$ cat config.mk
export PLATFORM = sky130hd
export DESIGN_NAME = free_preg_list_flat
export DESIGN_NICKNAME = d
export VERILOG_FILES = /design/src/rtl/free_preg_list_if.sv /design/src/rtl/free_preg_list.sv /design/src/flat_wrapper.sv
export SDC_FILE = /design/constraint.sdc
export NUM_CORES = 1
export LEC_CHECK = 0
export ABC_AREA = 1
export ABC_CLOCK_PERIOD_IN_PS = 3300
export CAP_MARGIN = 5
export CORE_MARGIN = 8
export CORE_UTILIZATION = 63
export CTS_CLUSTER_SIZE = 14
export DETAILED_ROUTE_END_ITERATION = 10
export PLACE_DENSITY = 0.88
export SYNTH_ARGS = -nofsm -noshare
export SYNTH_HDL_FRONTEND = slang
export SYNTH_SLANG_ARGS = --single-unit
$ cat constraint.sdc
create_clock -name clk -period 3.3 [get_ports clk]
set_input_delay 0.825 -clock clk [delete_from_list [all_inputs] [get_ports clk]]
set_output_delay 0.825 -clock clk [all_outputs]
set_load 0.02 [all_outputs]
$ cat src/rtl/free_preg_list_if.sv
// Rename/retire-side signal bundle for the free physical register list.
// Optional FREE_LIST_DUP_CHECK_EN adds the dup_err status line.
`ifndef NUM_PREGS
`define NUM_PREGS 64
`endif
`ifndef NUM_AREGS
`define NUM_AREGS 32
`endif

interface free_preg_list_if #(
    parameter int NUM_PREGS = `NUM_PREGS,
    parameter int NUM_AREGS = `NUM_AREGS,
    parameter int DEPTH     = NUM_PREGS - NUM_AREGS
);
    localparam int PW = $clog2(NUM_PREGS);
    localparam int CW = $clog2(DEPTH + 1);

    logic          r_en;
    logic [PW-1:0] preg_out;
    logic          empty;
    logic          w_en;
    logic [PW-1:0] free_preg_in;
    logic          full;
    logic [CW-1:0] count;
`ifdef FREE_LIST_DUP_CHECK_EN
    logic          dup_err;
`endif

    modport slave (
        input  r_en, w_en, free_preg_in,
        output preg_out, empty, full, count
`ifdef FREE_LIST_DUP_CHECK_EN
        , output dup_err
`endif
    );

    modport master (
        output r_en, w_en, free_preg_in,
        input  preg_out, empty, full, count
`ifdef FREE_LIST_DUP_CHECK_EN
        , input dup_err
`endif
    );
endinterface

$ cat src/rtl/free_preg_list.sv
// Circular FIFO of free physical register tags: retire pushes, rename pops the show-ahead head.
// Defining FREE_LIST_DUP_CHECK_EN adds an in_list vector that drops duplicate frees and pulses dup_err.
`ifndef NUM_PREGS
`define NUM_PREGS 64
`endif
`ifndef NUM_AREGS
`define NUM_AREGS 32
`endif

module free_preg_list #(
    parameter int NUM_PREGS = `NUM_PREGS,
    parameter int NUM_AREGS = `NUM_AREGS,
    parameter int DEPTH     = NUM_PREGS - NUM_AREGS
) (
    input  logic            clk,
    input  logic            rst,
    free_preg_list_if.slave bus
);
    localparam int PW   = $clog2(NUM_PREGS);
    localparam int CW   = $clog2(DEPTH + 1);
    localparam int PTRW = (DEPTH > 1) ? $clog2(DEPTH) : 1;

    logic [PW-1:0]   mem_q [DEPTH];
    logic [PW-1:0]   mem_d [DEPTH];
    logic [PTRW-1:0] rd_ptr_q, rd_ptr_d;
    logic [PTRW-1:0] wr_ptr_q, wr_ptr_d;
    logic [CW-1:0]   count_q, count_d;
    logic            empty;
    logic            full;
    logic            pop_ok;
    logic            push_ok;
    logic            push_legal;

`ifdef FREE_LIST_DUP_CHECK_EN
    logic [NUM_PREGS-1:0] in_list_q, in_list_d, in_list_pop;
    logic                 dup_err_q, dup_err_d;
    logic                 dup_hit;
`endif

    // Flags come only from the count register so rename never sees a same-cycle combinational path.
    assign empty        = (count_q == '0);
    assign full         = (count_q == CW'(DEPTH));
    assign bus.empty    = empty;
    assign bus.full     = full;
    assign bus.count    = count_q;
    assign bus.preg_out = mem_q[rd_ptr_q];

    function automatic logic [PTRW-1:0] ptr_inc(input logic [PTRW-1:0] p);
        return (p == PTRW'(DEPTH - 1)) ? '0 : p + 1'b1;
    endfunction

    always_comb begin
        pop_ok     = bus.r_en && !empty;
        // p0 backs x0 and must never re-enter the pool.
        push_legal = bus.w_en && (bus.free_preg_in != '0) && (!full || pop_ok);
`ifdef FREE_LIST_DUP_CHECK_EN
        in_list_pop = in_list_q;
        if (pop_ok) begin
            in_list_pop[bus.preg_out] = 1'b0;
        end
        dup_hit   = in_list_pop[bus.free_preg_in];
        push_ok   = push_legal && !dup_hit;
        dup_err_d = bus.w_en && (bus.free_preg_in != '0) && dup_hit;
        in_list_d = in_list_pop;
        if (push_ok) begin
            in_list_d[bus.free_preg_in] = 1'b1;
        end
`else
        push_ok = push_legal;
`endif

        mem_d    = mem_q;
        rd_ptr_d = rd_ptr_q;
        wr_ptr_d = wr_ptr_q;
        count_d  = count_q;
        if (push_ok) begin
            mem_d[wr_ptr_q] = bus.free_preg_in;
            wr_ptr_d        = ptr_inc(wr_ptr_q);
        end
        if (pop_ok) begin
            rd_ptr_d = ptr_inc(rd_ptr_q);
        end
        case ({push_ok, pop_ok})
            2'b10:   count_d = count_q + 1'b1;
            2'b01:   count_d = count_q - 1'b1;
            default: count_d = count_q;
        endcase
    end

    always_ff @(posedge clk or negedge rst) begin
        if (!rst) begin
            for (int i = 0; i < DEPTH; i++) begin
                mem_q[i] <= PW'(NUM_AREGS + i);
            end
            rd_ptr_q <= '0;
            wr_ptr_q <= '0;
            count_q  <= CW'(DEPTH);
        end else begin
            mem_q    <= mem_d;
            rd_ptr_q <= rd_ptr_d;
            wr_ptr_q <= wr_ptr_d;
            count_q  <= count_d;
        end
    end

`ifdef FREE_LIST_DUP_CHECK_EN
    assign bus.dup_err = dup_err_q;

    always_ff @(posedge clk or negedge rst) begin
        if (!rst) begin
            for (int i = 0; i < NUM_PREGS; i++) begin
                in_list_q[i] <= (i >= NUM_AREGS);
            end
            dup_err_q <= 1'b0;
        end else begin
            in_list_q <= in_list_d;
            dup_err_q <= dup_err_d;
        end
    end
`endif
endmodule

$ cat src/flat_wrapper.sv
// flat-port wrapper written by rule: the top's interface ports become plain ports
module free_preg_list_flat 
#(
    parameter int NUM_PREGS = `NUM_PREGS,
    parameter int NUM_AREGS = `NUM_AREGS,
    parameter int DEPTH     = NUM_PREGS - NUM_AREGS
)
  (clk, rst, bus_r_en, bus_w_en, bus_free_preg_in, bus_preg_out, bus_empty, bus_full, bus_count);
  free_preg_list_if #(.NUM_PREGS(NUM_PREGS), .NUM_AREGS(NUM_AREGS), .DEPTH(DEPTH)) bus_i ();
  input  logic clk;
  input  logic rst;
  input wire logic [$bits(bus_i.r_en)-1:0] bus_r_en;
  input wire logic [$bits(bus_i.w_en)-1:0] bus_w_en;
  input wire logic [$bits(bus_i.free_preg_in)-1:0] bus_free_preg_in;
  output wire logic [$bits(bus_i.preg_out)-1:0] bus_preg_out;
  output wire logic [$bits(bus_i.empty)-1:0] bus_empty;
  output wire logic [$bits(bus_i.full)-1:0] bus_full;
  output wire logic [$bits(bus_i.count)-1:0] bus_count;
  assign bus_i.r_en = bus_r_en;
  assign bus_i.w_en = bus_w_en;
  assign bus_i.free_preg_in = bus_free_preg_in;
  assign bus_preg_out = bus_i.preg_out;
  assign bus_empty = bus_i.empty;
  assign bus_full = bus_i.full;
  assign bus_count = bus_i.count;
  free_preg_list #(.NUM_PREGS(NUM_PREGS), .NUM_AREGS(NUM_AREGS), .DEPTH(DEPTH)) u_core (.clk(clk), .rst(rst), .bus(bus_i));
endmodule
==> results of run 1 <==
-- worst register-to-register path, cell delays in order (launching register included) --
cell and delay, ns:
dfrtp_1 0.44, nor2_2 0.16, nand4_1 0.13, nand2_1 0.16
clkinv_1 0.15, ha_1 0.30, ha_1 0.35, nand2_1 0.10
nand2_1 0.05, nand2_1 0.06, nand2_1 0.05, or2_2 0.26
nand3_1 0.07, o21ai_0 0.08
-- repair_timing --
item,4_1_cts,5_1_grt
endpoints found under the setup margin,6,6
gates resized for setup,8,11
hold buffers,0,0
pin swaps,0,0
cloned,0,1
-- power breakdown --
| group | switching, mW | internal (mW) |
|---|---|---|
| clock | 1.01 | 1.56 |
| combinational | 3.37 | 1.83 |
| sequential | 0.663 | 3.92 |
-- path summary, 6_finish.rpt --
kind,startpoint,cells past startpoint,to,slack (ns)
max,u_core.rd_ptr_q[0]$_DFFE_PN0P_,10,bus_preg_out[0],0.05
min,rst,1,u_core.mem_q[91]$_DFFE_PN0P_,0.35
max reg2reg,u_core.bus.count[1]$_DFFE_PN0P_,13,u_core.bus.count[4]$_DFFE_PN0P_,0.81
min reg2reg,u_core.mem_q[11]$_DFFE_PN1P_,2,u_core.mem_q[11]$_DFFE_PN1P_,0.47
max in group asynchronous,rst,2,u_core.mem_q[8]$_DFFE_PN1P_,2.05
min in group clk,u_core.mem_q[11]$_DFFE_PN1P_,2,u_core.mem_q[11]$_DFFE_PN1P_,0.47
-- routing by layer --
layer	vias to the layer above	track usage (%)	share of wire, %
li1	4538	-	-
met1	4576	32.0	40
met2	498	42.0	48
met3	102	4.99	8.8
met4	0	10.9	3.4
met5	-	0	0
-- synthesized netlist by cell type --
master / number / area (um^2)
buf_8: 9 / 135
inv_1: 175 / 657
nor3_1: 1 / 5.00
nor2_1: 43 / 161
xor2_1: 3 / 26.3
clkbuf_1: 34 / 128
or2_2: 19 / 119
nand2_4: 2 / 22.5
buf_6: 24 / 270
nor2_2: 2 / 12.5
buf_2: 25 / 125
nand2_1: 515 / 1930
o21ai_1: 75 / 375
ha_1: 12 / 150
nand4_1: 2 / 12.5
nand3_1: 134 / 671
o21ai_0: 127 / 636
buf_12: 3 / 60.1
nor3_4: 1 / 16.3
buf_1: 3 / 11.3
dfrtp_1: 95 / 2380
o21ai_2: 8 / 70.1
a21oi_1: 4 / 20.0
inv_2: 3 / 11.3
dfstp_2: 113 / 2970
fa_1: 1 / 20.0
xnor2_1: 2 / 17.5
nand3_4: 29 / 508
nand2_2: 5 / 31.3
clkinv_1: 2 / 7.51
-- cell usage in the layout, fill, tap and decap left out, types with 2 or more instances in the layout --
| master | n |
|---|---|
| nand2_1 | 515 |
| clkbuf_8 | 7 |
| nand2_4 | 2 |
| bufinv_16 | 2 |
| nor2_1 | 43 |
| dfstp_2 | 113 |
| clkbuf_2 | 4 |
| xnor2_1 | 2 |
| a21oi_1 | 4 |
| nand3_1 | 134 |
| dfrtp_1 | 94 |
| nand4_1 | 2 |
| ha_1 | 12 |
| inv_1 | 174 |
| clkinv_2 | 5 |
| buf_12 | 4 |
| or2_2 | 19 |
| buf_4 | 23 |
| clkdlybuf4s50_1 | 16 |
| o21ai_2 | 8 |
| nand2_2 | 5 |
| inv_2 | 3 |
| nand3_4 | 29 |
| nor2_2 | 2 |
| clkbuf_1 | 4 |
| xor2_1 | 3 |
| o21ai_0 | 126 |
| clkdlybuf4s15_1 | 2 |
| o21ai_1 | 76 |
| clkinv_1 | 2 |
| clkbuf_16 | 24 |
-- logic make-up after synthesis --
family                     after synthesis  synth area share (%)
and+or+nand+nor                        753                  30.2
buffers and inverters                  278                  12.2
AOI/OAI and AO/OA                      214                  9.53
DFF                                    208                  46.3
adders and majority gates               13                  1.47
xor gates and xnor gates                 5                 0.379
-- area by class of cell --
class / instances / area (um^2)
multi-input cells: 985 / 4810
repair buffers: 52 / 519
flip-flops and latches: 208 / 5350
inverters: 180 / 678
clock buffers: 33 / 673
well taps: 229 / 287
clock inverters: 7 / 85.1
fillers: 1343 / 5560
-- state kept, by name (all words and copies together) (netlist names) --
signal and flops:
u_core.mem_q 192, u_core.bus.count 6, u_core.rd_ptr_q 5, u_core.wr_ptr_q 5
-- through the flow --
stage	power [mW]	utilization (%)	worst slack [ns]	TNS, ns
CTS	12.2	68.9	0.0158	0
detailed placement	9.63	64.7	0.140	0
finish	12.4	69.0	0.0523	0
global placement	9.38	64.7	0.164	0
global route	13.2	69.0	-0.0148	-0.0148
floorplan	8.08	-	0.430	0
==> flow_summary.yaml, run 1 <==
run_status:
  status: "finished, final reports clean"
drt:
  drc: 0
  finalWirelength_mm: 28.9
  wl_per_cell_um: 17.1
  vias: 9714
  drt_iter0_drc: 1103
  vias_per_cell: 5.73
  drtPass1Iterations: 7
  antenna_left: 0
global_route:
  grt_max_degree: 91
  grt_pass1_vias: 9321
  antenna_found_initial: 0
  grt_usage_pct: 25.4
  grt_pass1_wl_mm: 46.4
  grt_overflow: 0
yosys:
  ys_seq_area_share_pct: 46.3
  syn_area_mm2: 0.0116
  yosysWarnings: 0
  syn_inst: 1471
  syn-num-nets: 1494
  ys_ff_latch: 208
  avgSynthCellArea_um2: 7.86
  synth_cell_types: 30
sta:
  finalHoldViolCount: 0
  slew-limit-headroom_pct: 40.6
  post-route-min-period_ns: 3.25
  whs_ns: 0.350
  max_freq_ghz: 0.308
  worst_pin_slew_ns: 0.891
  slew_viol_final: 0
  setup_viol: 0
  finClkSkew_ns: 0.0132
  min_period_over_period_pct: 98.4
placement:
  dpl-instance-area_mm2: 0.0116
  gp_congestion: 0.967
  dpl.hpwl_mm: 17.7
  io_buffers: 23
  placedCellCount: 1653
worst_hold_path:
  hold_class: "input pin to async pin"
cts:
  cts.root.buffer_cell: "clkbuf_16"
  htree_levels: 1
  cts.sinks: 208
  cts_tree: "done"
  insertion_delay_ns: 0.51
  cts.reportedPaths.clkPinSlew_ns: 0.06
  numCtsBuffers: 22
  clockBufferDepth: 3
  post-cts-setup-buffers: 0
critical_path:
  cp_slowest_cell: "dfrtp_4"
  crit_path_start_kind: "flop"
  crit_top_cell: "nand2_1"
  worstPathArrival_ns: 2.42
  worstPathMaxFanout: 33
  worstPathRequired_ns: 2.47
  crit_family: "buffers and inverters"
  max_stage_delay_ns: 0.54
  path_class: "flop to output pin"
  critPathBufInv: 3
  cp-end-kind: "output pin"
  crit_chain: "inv_4 -> buf_12 -> nand2_1 -> nand3_1 -> nand2_1 -> nand2_1 -> nand3_1 -> nand3_1 -> nand2_1 -> clkdlybuf4s15_1"
power:
  leakagePower_nw: 5.68
  powerDensity_mw_per_mm2: 996
  ir_worst_vdd_mv: 0.751
floorplanning:
  start_util_pct: 64.3
  dieArea_mm2: 0.0229
  die_w_um: 151
  placementRows: 49
  core_area_mm2: 0.0180
  die_y_um: 151
  io-pin-count: 24
final_layout:
  area_delta_synth_final_pct: 7.27
  nets: 1472
  design_area_mm2: 0.0124
  stdcell_count: 1694
  diodes: 0
  layout-drive-gt1-share_pct: 17.3
flow_run:
  maxCapViolCount: 0
(Power assumes the default switching activity.)
==> run 2, diff against run 1 <==
TNS_END_PERCENT = 30   (was default)
==> run 2 against run 1 <==
Effect of this change:
- register-to-register slack about the same
- hold slack worse by 0.0042 ns
- critical endpoint unchanged
- via count is 0.56% lower
- clock power is essentially flat
- clock skew shrank 0.0020 ns
- highest routed layer unchanged
- clock-buffer cell count is the same
==> flow_summary.yaml, run 2 (synthesis gave the netlist of run 1 again) <==
global_route:
  grt_max_degree: 91
  grt_pass1_wl_mm: 46.4
  grt_overflow: 0
  antenna_found_initial: 0
  grt_pass1_vias: 9321
  grt_usage_pct: 25.4
cts:
  numCtsBuffers: 22
  clockBufferDepth: 3
  cts_hold_buf: 0
  cts.sinks: 208
  insertion_delay_ns: 0.51
  cts.reportedPaths.clkPinSlew_ns: 0.06
  cts.root.buffer_cell: "clkbuf_16"
  htree_levels: 1
  post-cts-setup-buffers: 0
  cts_tree: "done"
critical_path:
  cp_slowest_cell: "dfrtp_4"
  crit_chain: "inv_4 -> buf_12 -> nand2_1 -> nand3_1 -> nand2_1 -> nand2_1 -> nand3_1 -> nand3_1 -> nand2_1 -> clkdlybuf4s15_1"
  crit_cells: 10
  crit_path_start_kind: "flop"
  critPathBufInv: 3
  crit_top_cell: "nand2_1"
  rr_worst_depth: 13
  crit_family: "buffers and inverters"
  worstPathMaxFanout: 33
  max_stage_delay_ns: 0.54
  worstPathRequired_ns: 2.47
  path_class: "flop to output pin"
  worstPathArrival_ns: 2.43
  cp-end-kind: "output pin"
final_layout:
  nets: 1472
  layout-drive-gt1-share_pct: 17.3
  final_common_cell: "nand2_1"
  area_delta_synth_final_pct: 7.27
  regMostFlops: "u_core.mem_q"
  diodes: 0
  largest_reg_flops: 192
  most-common-layout-cells: "515 x nand2_1, 174 x inv_1, 134 x nand3_1, 126 x o21ai_0, 113 x dfstp_2"
sta:
  slew-limit-headroom_pct: 40.5
  slew_viol_final: 0
  layout_setup_ws_ns: 0.0410
  post-route-min-period_ns: 3.26
  min_period_over_period_pct: 98.8
  finalHoldViolCount: 0
  finClkSkew_ns: 0.0113
  max_freq_ghz: 0.307
  worst_pin_slew_ns: 0.892
  setup_viol: 0
drt:
  drc: 0
  vias_per_cell: 5.70
  finalWirelength_mm: 28.9
  antenna_left: 0
  drtPass1Iterations: 6
  drt_iter0_drc: 1102
  wl_per_cell_um: 17.1
  vias: 9660
power:
  powerDensity_mw_per_mm2: 996
  fin_total_pwr_mw: 12.4
  ir_worst_vdd_mv: 0.750
  leakagePower_nw: 5.68
run_status:
  status: "finished, final reports clean"
placement:
  gp_congestion: 0.967
  pre_cts_slack_ns: 0.140
  dpl.hpwl_mm: 17.7
  io_buffers: 23
floorplanning:
  core_area_mm2: 0.0180
  dieArea_mm2: 0.0229
  die_w_um: 151
  placementRows: 49
  io-pin-count: 24
  start_util_pct: 64.3
  die_y_um: 151
worst_hold_path:
  hold_class: "input pin to async pin"
flow_run:
  maxCapViolCount: 0
==> run 2: path summary, 6_finish.rpt <==
check	start	end	slack, ns
min in group clk	u_core.mem_q[65]$_DFFE_PN1P_	u_core.mem_q[65]$_DFFE_PN1P_	0.47
worst max-delay path	u_core.rd_ptr_q[0]$_DFFE_PN0P_	bus_preg_out[0]	0.04
worst min-delay path	rst	u_core.mem_q[91]$_DFFE_PN0P_	0.35
worst min register to register	u_core.mem_q[65]$_DFFE_PN1P_	u_core.mem_q[65]$_DFFE_PN1P_	0.47
max in group asynchronous	rst	u_core.mem_q[8]$_DFFE_PN1P_	2.02
worst max register to register	u_core.bus.count[1]$_DFFE_PN0P_	u_core.bus.count[4]$_DFFE_PN0P_	0.81
==> run 2: where the power goes <==
part	total, mW	switching, mW	internal, mW
Clock	2.57	1.01	1.56
Combinational	5.20	3.37	1.83
Sequential	4.59	0.663	3.92
Total	12.4	5.04	7.31
==> run 2: area by class of cell <==
cell class              instances  area (um^2)
fillers                      1343         5560
flip-flops and latches        208         5350
clock inverters                 7         85.1
well taps                     229          287
inverters                     180          678
clock buffers                  33          673
multi-input cells             985         4810
repair buffers                 52          519
==> run 2: what timing repair did <==
item                       in CTS  in global routing
setup endpoints to repair       6                  6
gates resized for setup         8                 11
gates cloned                    0                  1
==> run 2: through the flow <==
stage	cells	utilization (%)	TNS, ns	instance area (um^2)	hold slack, ns
2_1_floorplan	1471	-	0	11600	0.445
3_3_place_gp	1653	64.7	0	11600	0.458
3_5_place_dp	1653	64.7	0	11600	0.464
4_1_cts	1693	68.9	0	12400	0.407
5_1_grt	1694	69.0	-0.0148	12400	0.418
6_report	1694	69.0	0	12400	0.345
==> run 2: metal layers <==
layer  routed length, um  track usage [%]  part of all wire (%)  vias up
met5                   0                0                     0        -
met4                1060             10.9                   3.7        0
met3                2630             4.99                   9.1      109
met2               13700             42.0                    47      453
met1               11500             32.0                    40     4552
li1                    -                -                     -     4546
